`config.mk`:
```
export PLATFORM = sky130hd
export DESIGN_NAME = tx_packet_scheduler
export DESIGN_NICKNAME = d
export VERILOG_FILES = /design/src/rtl/tx_packet_scheduler.sv
export SDC_FILE = /design/constraint.sdc
export NUM_CORES = 1
export LEC_CHECK = 0
export BUFFER_PORTS_ARGS = -buffer_cell sky130_fd_sc_hd__clkbuf_2
export CAP_MARGIN = 20
export CORE_AREA = 2 2 60 62
export CTS_BUF_LIST = sky130_fd_sc_hd__clkbuf_8
export DETAILED_ROUTE_END_ITERATION = 8
export DIE_AREA = 0 0 62 64
export GPL_TIMING_DRIVEN = 0
export SYNTH_ARGS = -nofsm -noshare
export SYNTH_HDL_FRONTEND = slang
export SYNTH_SLANG_ARGS = --single-unit
export TNS_END_PERCENT = 30
```
`constraint.sdc`:
```
create_clock -name clk -period 2.65 [get_ports clk]
set_clock_uncertainty 0.15 [all_clocks]
set_input_delay 0.265 -clock clk [delete_from_list [all_inputs] [get_ports clk]]
set_output_delay 0.265 -clock clk [all_outputs]
set_load 0.05 [all_outputs]
```
`src/rtl/tx_packet_scheduler.sv`:
```
// Arbitrates handshake and host data packet requests toward the TX controller and enforces the inter-packet gap.
// Optional build macro TXSCHED_START_TIMEOUT_EN adds a start timeout in ISSUE that reports through err_code[1].
module tx_packet_scheduler #(
   parameter int IPG_CYCLES    = 16,
   parameter int START_TIMEOUT = 8
) (
   input  logic       clk,
   input  logic       n_rst,
   input  logic       hs_req,
   input  logic [1:0] hs_type,
   input  logic       host_req,
   input  logic       host_data1,
   input  logic [6:0] buffer_occupancy,
   input  logic       tx_transfer_active,
   input  logic       tx_error,
   input  logic       err_clr,
   output logic [2:0] tx_packet,
   output logic       hs_grant,
   output logic       host_grant,
   output logic       sched_busy,
   output logic [1:0] err_code
);

   localparam logic [1:0] ST_IDLE      = 2'd0;
   localparam logic [1:0] ST_ISSUE     = 2'd1;
   localparam logic [1:0] ST_WAIT_DONE = 2'd2;
   localparam logic [1:0] ST_GAP       = 2'd3;

   localparam logic [2:0] PKT_NONE  = 3'd0;
   localparam logic [2:0] PKT_DATA0 = 3'd1;
   localparam logic [2:0] PKT_DATA1 = 3'd2;
   localparam logic [2:0] PKT_ACK   = 3'd3;
   localparam logic [2:0] PKT_NAK   = 3'd4;
   localparam logic [2:0] PKT_STALL = 3'd5;

   // One counter serves both the GAP countdown and the ISSUE timeout, so it is sized for the larger.
   localparam int CNT_MAX = (IPG_CYCLES > START_TIMEOUT) ? IPG_CYCLES : START_TIMEOUT;
   localparam int CNT_W   = $clog2(CNT_MAX + 1);
   localparam logic [CNT_W-1:0] CNT_ONE  = CNT_W'(1);
   localparam logic [CNT_W-1:0] GAP_LOAD = CNT_W'(IPG_CYCLES - 1);
`ifdef TXSCHED_START_TIMEOUT_EN
   localparam logic [CNT_W-1:0] TO_LAST  = CNT_W'(START_TIMEOUT - 1);
`endif

   logic [1:0]       state_reg, state_next;
   logic [2:0]       pkt_reg, pkt_next;
   logic             hs_grant_reg, hs_grant_next;
   logic             host_grant_reg, host_grant_next;
   logic             busy_reg, busy_next;
   logic [1:0]       err_reg, err_next;
   logic [CNT_W-1:0] cnt_reg, cnt_next;
   logic             ready_reg;
   logic [2:0]       hs_code;
   logic             host_eligible;
   logic             tx_err_set;
   logic             timeout_set;

   always_comb begin
      case (hs_type)
         2'd0:    hs_code = PKT_ACK;
         2'd1:    hs_code = PKT_NAK;
         2'd2:    hs_code = PKT_STALL;
         default: hs_code = PKT_NAK;
      endcase
   end

   assign host_eligible = host_req && (buffer_occupancy != '0);
   assign tx_err_set    = tx_error && ((state_reg == ST_ISSUE) || (state_reg == ST_WAIT_DONE));

   always_comb begin
      state_next      = state_reg;
      pkt_next        = pkt_reg;
      hs_grant_next   = 1'b0;
      host_grant_next = 1'b0;
      cnt_next        = cnt_reg;
      timeout_set     = 1'b0;
      case (state_reg)
         ST_IDLE: begin
            // ready_reg holds off arbitration for the first edge after reset release.
            if (ready_reg) begin
               if (hs_req) begin
                  state_next    = ST_ISSUE;
                  hs_grant_next = 1'b1;
                  pkt_next      = hs_code;
                  cnt_next      = '0;
               end else if (host_eligible) begin
                  state_next      = ST_ISSUE;
                  host_grant_next = 1'b1;
                  pkt_next        = host_data1 ? PKT_DATA1 : PKT_DATA0;
                  cnt_next        = '0;
               end
            end
         end
         ST_ISSUE: begin
            if (tx_transfer_active) begin
               state_next = ST_WAIT_DONE;
               pkt_next   = PKT_NONE;
            end
`ifdef TXSCHED_START_TIMEOUT_EN
            else if (cnt_reg == TO_LAST) begin
               state_next  = ST_GAP;
               pkt_next    = PKT_NONE;
               cnt_next    = GAP_LOAD;
               timeout_set = 1'b1;
            end else begin
               cnt_next = cnt_reg + CNT_ONE;
            end
`endif
         end
         ST_WAIT_DONE: begin
            if (!tx_transfer_active) begin
               state_next = ST_GAP;
               cnt_next   = GAP_LOAD;
            end
         end
         default: begin
            if (cnt_reg == '0) begin
               state_next = ST_IDLE;
            end else begin
               cnt_next = cnt_reg - CNT_ONE;
            end
         end
      endcase
      busy_next = (state_next != ST_IDLE);
      // A new error event outranks a clear arriving on the same edge.
      err_next[0] = tx_err_set  | (err_reg[0] & ~err_clr);
      err_next[1] = timeout_set | (err_reg[1] & ~err_clr);
   end

   always_ff @(posedge clk or negedge n_rst) begin
      if (!n_rst) begin
         state_reg      <= ST_IDLE;
         pkt_reg        <= PKT_NONE;
         hs_grant_reg   <= 1'b0;
         host_grant_reg <= 1'b0;
         busy_reg       <= 1'b0;
         err_reg        <= 2'b00;
         cnt_reg        <= '0;
         ready_reg      <= 1'b0;
      end else begin
         state_reg      <= state_next;
         pkt_reg        <= pkt_next;
         hs_grant_reg   <= hs_grant_next;
         host_grant_reg <= host_grant_next;
         busy_reg       <= busy_next;
         err_reg        <= err_next;
         cnt_reg        <= cnt_next;
         ready_reg      <= 1'b1;
      end
   end

   assign tx_packet  = pkt_reg;
   assign hs_grant   = hs_grant_reg;
   assign host_grant = host_grant_reg;
   assign sched_busy = busy_reg;
   assign err_code   = err_reg;

endmodule
```
== Word-level counts from Yosys, hierarchy flattened ==
Cells that the tools add are included.

* Bits of input ports: 17
* Register bits: 16

* $add $sub $neg: 1
* Eq/ne operators: 8
* Bitwise operators: 5
* Reduce and logical (&&, ||, !) cells: 11
* Muxes and demuxes: 27

{| class="wikitable"
|+ Operator list
! kind !! count
|-
| $mux 5 || 5
|-
| $pmux 5 s3 || 1
|-
| $mux 2 || 7
|-
| $mux 3 || 4
|-
| $pmux 3 s2 || 2
|-
| $mux 1 || 7
|-
| $reduce_bool 7->1 || 1
|-
| $ne 2x2->1 const B || 3
|-
| $pmux 2 s3 || 1
|-
| $logic_not 5->1 || 1
|-
| $reduce_and 5->1 || 1
|-
| $sub 5x1->5 const B || 1
|-
| $eq 2x2->1 const B || 2
|-
| $logic_not 2->1 || 2
|-
| $reduce_and 4->1 || 1
|-
| $reduce_bool 2->1 || 2
|-
| $ne 3x2->1 const B || 1
|-
| $ne 3x3->1 const B || 1
|-
| $and 1x1->1 || 2
|-
| $eq 2x1->1 const B || 1
|-
| $logic_and 1x1->1 || 2
|-
| $not 1->1 || 2
|-
| $logic_or 1x1->1 || 1
|-
| $or 1x1->1 || 1
|}

== Logic depth before layout (Yosys ltp) ==
* Word-level depth: 7
* Depth in mapped cells: 8

== Worst setup path after synthesis ==
No wires, ideal clock.

* Kind: flip-flop to flip-flop
* Start: reg cnt_reg[0]
* End: reg cnt_reg[3]
* Library setup time: 124 ps
* Data required time: 2376 ps
* Stages on the path, launching flop included: 8
* Path slack: 569 ps
* Arrival time: 1807 ps
* Path buffers: 0
* Cells stage by stage: dfrtp_1 > inv_1 > ha_1 > or4b_4 > or3_4 > o2111ai_4 > mux2i_1 > nor3_1

* Word-level cells in the longest chain between the ends: 3

{| class="wikitable"
|+ RTL lines
! item !! line !! text
|-
| start, declared || 51 || <nowiki>logic [CNT_W-1:0] cnt_reg, cnt_next;</nowiki>
|-
| start signal, assigned || 147 || <nowiki>cnt_reg <= cnt_next;</nowiki>
|-
| $sub 5x1->5 / $logic_not 5->1 (equally long branches) || 120, 117 ||
|-
| $mux 5 / $ne 3x2->1 (equally long branches) || - ||
|-
| $pmux 5 s3 / $reduce_and 5->1 (equally long branches) || - ||
|}

Several ways; a longest one is shown, not always the timed one. The select of a mux whose other input is x is not followed.
A chain may end at the register's enable or synchronous reset.

== Worst setup path after layout ==
Same ends and word-level chain as after synthesis.

==> summary.txt <==
Synth
  – Sequential-to-total area share from yosys stat: 42.2%
  – XOR/XNOR share of the synthesized area: 0%
  – Syn avg cell area: 9.58 um2
  – Top post-synthesis cells by area: dfrtp_1 (42%), ha_1 (7.9%), inv_1 (4.7%), nor3_1 (3.7%), nor2_1 (2.8%)
  – Post-synthesis mux area share: 2.11%
  – Mapped cell area: 948 um2
  – Post-synth ARST share: 100%
  – Adder-cell share of the synthesized area: 7.92%
  – Post-synth EDFFs: 0
  – Warnings from Yosys: 0
  – Syn_nets: 122
  – Top cell type's share of synthesized area: 42.2%
  – Synth cell types: 35
  – Synth Area in Simple Gates: 21.8%
  – Largest family of logic cells by synthesized area: simple AND/OR/NAND/NOR gates
  – Post-Syn Instances: 99
  – Post-synth top area cell: dfrtp_1
  – Top FF cell, synth: dfrtp_1
  – Compound-Gate Fraction of Synth Area: 19.7%
  – Seq cells post-synth: 16

Placement
  – DP Wirelength: 1580 um
  – DP Area: 1130 um2
  – RD Place Congestion: 0.761
  – IO buf count: 24

Power
  – Pwr/cell area: 1180 nW/um2
  – Peak supply drop: 0.000335 V
  – Leakage: 0.000576 uW

Clock network
  – Clock Latency Late Sink: 0.25 ns
  – Clock-pin slew on the worst setup and hold paths: 0.07 ns
  – H-Tree Depth: 1
  – Num CTS Buffers: 3
  – CTS tree: done
  – Clock Tree Root: clkbuf_8
  – Buffer depth of the longest clock path: 2
  – Clock Sinks: 16

Routing
  – Router iterations before antenna repair: 3
  – Via-to-Cell Ratio: 4.65
  – DR iter-0 viols: 20
  – Drt total wl: 1990 um
  – Antenna-violating nets left: 0
  – Via Count: 809
  – Avg WL per Cell: 11.4 um
  – Residual DRC count: 0

Critical path
  – CP bufs+invs: 1
  – CP Class: register to register
  – Worst path arrival time: 2.20 ns
  – Max stage delay cell, worst path: or4b_4
  – Critical path's largest stage delay: 0.47 ns
  – Worst path cell trace: inv_1 -> ha_1 -> or4b_4 -> or3_4 -> o2111ai_4 -> mux2i_1 -> nor3_1
  – Critical path data required time: 2.64 ns
  – Endpoint type of the worst setup path: register
  – Delay-heaviest family, CP: simple AND/OR/NAND/NOR gates
  – Max Fanout on Critical Path: 8
  – Startpoint Class: register

Die
  – Die area: 3970 um2
  – Top Ports: 25
  – Core area: 3280 um2
  – Cell Rows: 21
  – Die Wd: 62 um
  – Die height: 64 um
  – Initial Util: 28.9%

GRT
  – Pin count of the biggest net entering global routing: 17
  – First-pass GRT wire length: 3480 um
  – GR Util All Layers: 11.8%
  – Vias in the first global route: 824
  – Antenna violations before repair: 0
  – GRT overflow: 0

STA
  – Tcrit/Tclk final: 83.6%
  – RSZ-0062 raised after global routing: false
  – Setup-failing EPs final: 0
  – Fin. Hold Viols: 0
  – Hold slack: 0.0355 ns
  – Min Clock Period, post-route: 2.21 ns
  – Highest clock rate: 452 MHz
  – Pins over their slew limit: 0
  – Total negative slack: 0 ns

Finish
  – Post-layout util: 36.3%
  – FILL cells: 350
  – N_diodes: 0
  – Register area: 400 um2
  – Commonest non-fill, non-tap cell in the layout: clkbuf_2
  – Final net count: 152
  – Area of the multi-input gates: 492 um2
  – Most frequent cells in the layout: clkbuf_2 (24), dfrtp_1 (16), inv_1 (12)
  – Max reg flops: 5
  – Layout cells sized above 1: 28.9%
  – Design area: 1190 um2
  – Area growth, synth to finish: 25.6%

Hold path
  – Hold Crit Class: input pin to register

Flow run
  – Max Cap Viol: 0

Status
  – Status: finished, final reports clean
## where the power goes
part	switching (uW)	internal, uW	total (uW)
clock	84.1	132	216
combinational	469	300	769
sequential	85.3	340	425
## routing by layer
layer	wire (um)	GRT usage [%]	share of wire, %	vias to the layer above
li1	-	-	-	406
met1	836	12.5	42	375
met2	1000	20.3	50	23
met3	85	2.43	4.3	5
met4	59	7.18	3.0	0
met5	0	0	0	-
## synth_stat cells (all sizes together), types with 2 or more instances
cell	n
and3	2
nor4	2
nand2	5
a21o	2
mux2i	2
nor2	7
a211oi	2
nor2b	4
ha	6
dfrtp	16
nor3	8
o21ai	7
a21oi	5
nand3	2
inv	12
## final timing paths
kind                            startpoint     endpoint  slack, ns  depth (start not counted)
worst min register to register  cnt_reg[1]   cnt_reg[1]       0.36                          1
worst max-delay path            cnt_reg[0]   cnt_reg[3]       0.44                          7
max in group asynchronous            n_rst   cnt_reg[2]       1.73                          2
min in group asynchronous            n_rst     hs_grant       0.32                          2
worst max register to register  cnt_reg[0]   cnt_reg[3]       0.44                          7
worst min-delay path               err_clr  err_code[1]       0.04                          2
## cells by family (layout without fill, tap and decap cells)
kind of cell               Yosys count  in the layout
and+or+nand+nor                     36             36
buffers and inverters               13             42
adders and majority gates            6              6
AOI/OAI and AO/OA                   25             25
DFF                                 16             16
muxes                                2              2
other                                1              1
## final cells by class
class | count | area share [%]
flip-flops and latches | 16 | 33.6
well taps | 46 | 4.83
repair buffers | 25 | 10.9
clock buffers | 4 | 4.62
inverters | 12 | 3.78
multi-input cells | 70 | 41.3
plain buffers | 1 | 0.945
## repair_timing
item,4_1_cts,5_1_grt
setup buffers,0,0
hold endpoints to repair,16,0
setup endpoints to repair,0,0
resized for setup,0,0
hold buffers,1,0
## metrics by stage
step,setup slack (ns),cells,total power (uW)
2_1_floorplan,0.569,99,1030
3_3_place_gp,0.498,169,1180
3_5_place_dp,0.420,169,1210
4_1_cts,0.404,174,1430
5_1_grt,0.286,174,1550
6_report,0.436,174,1410
No activity file was read; power rests on OpenSTA's default activity.
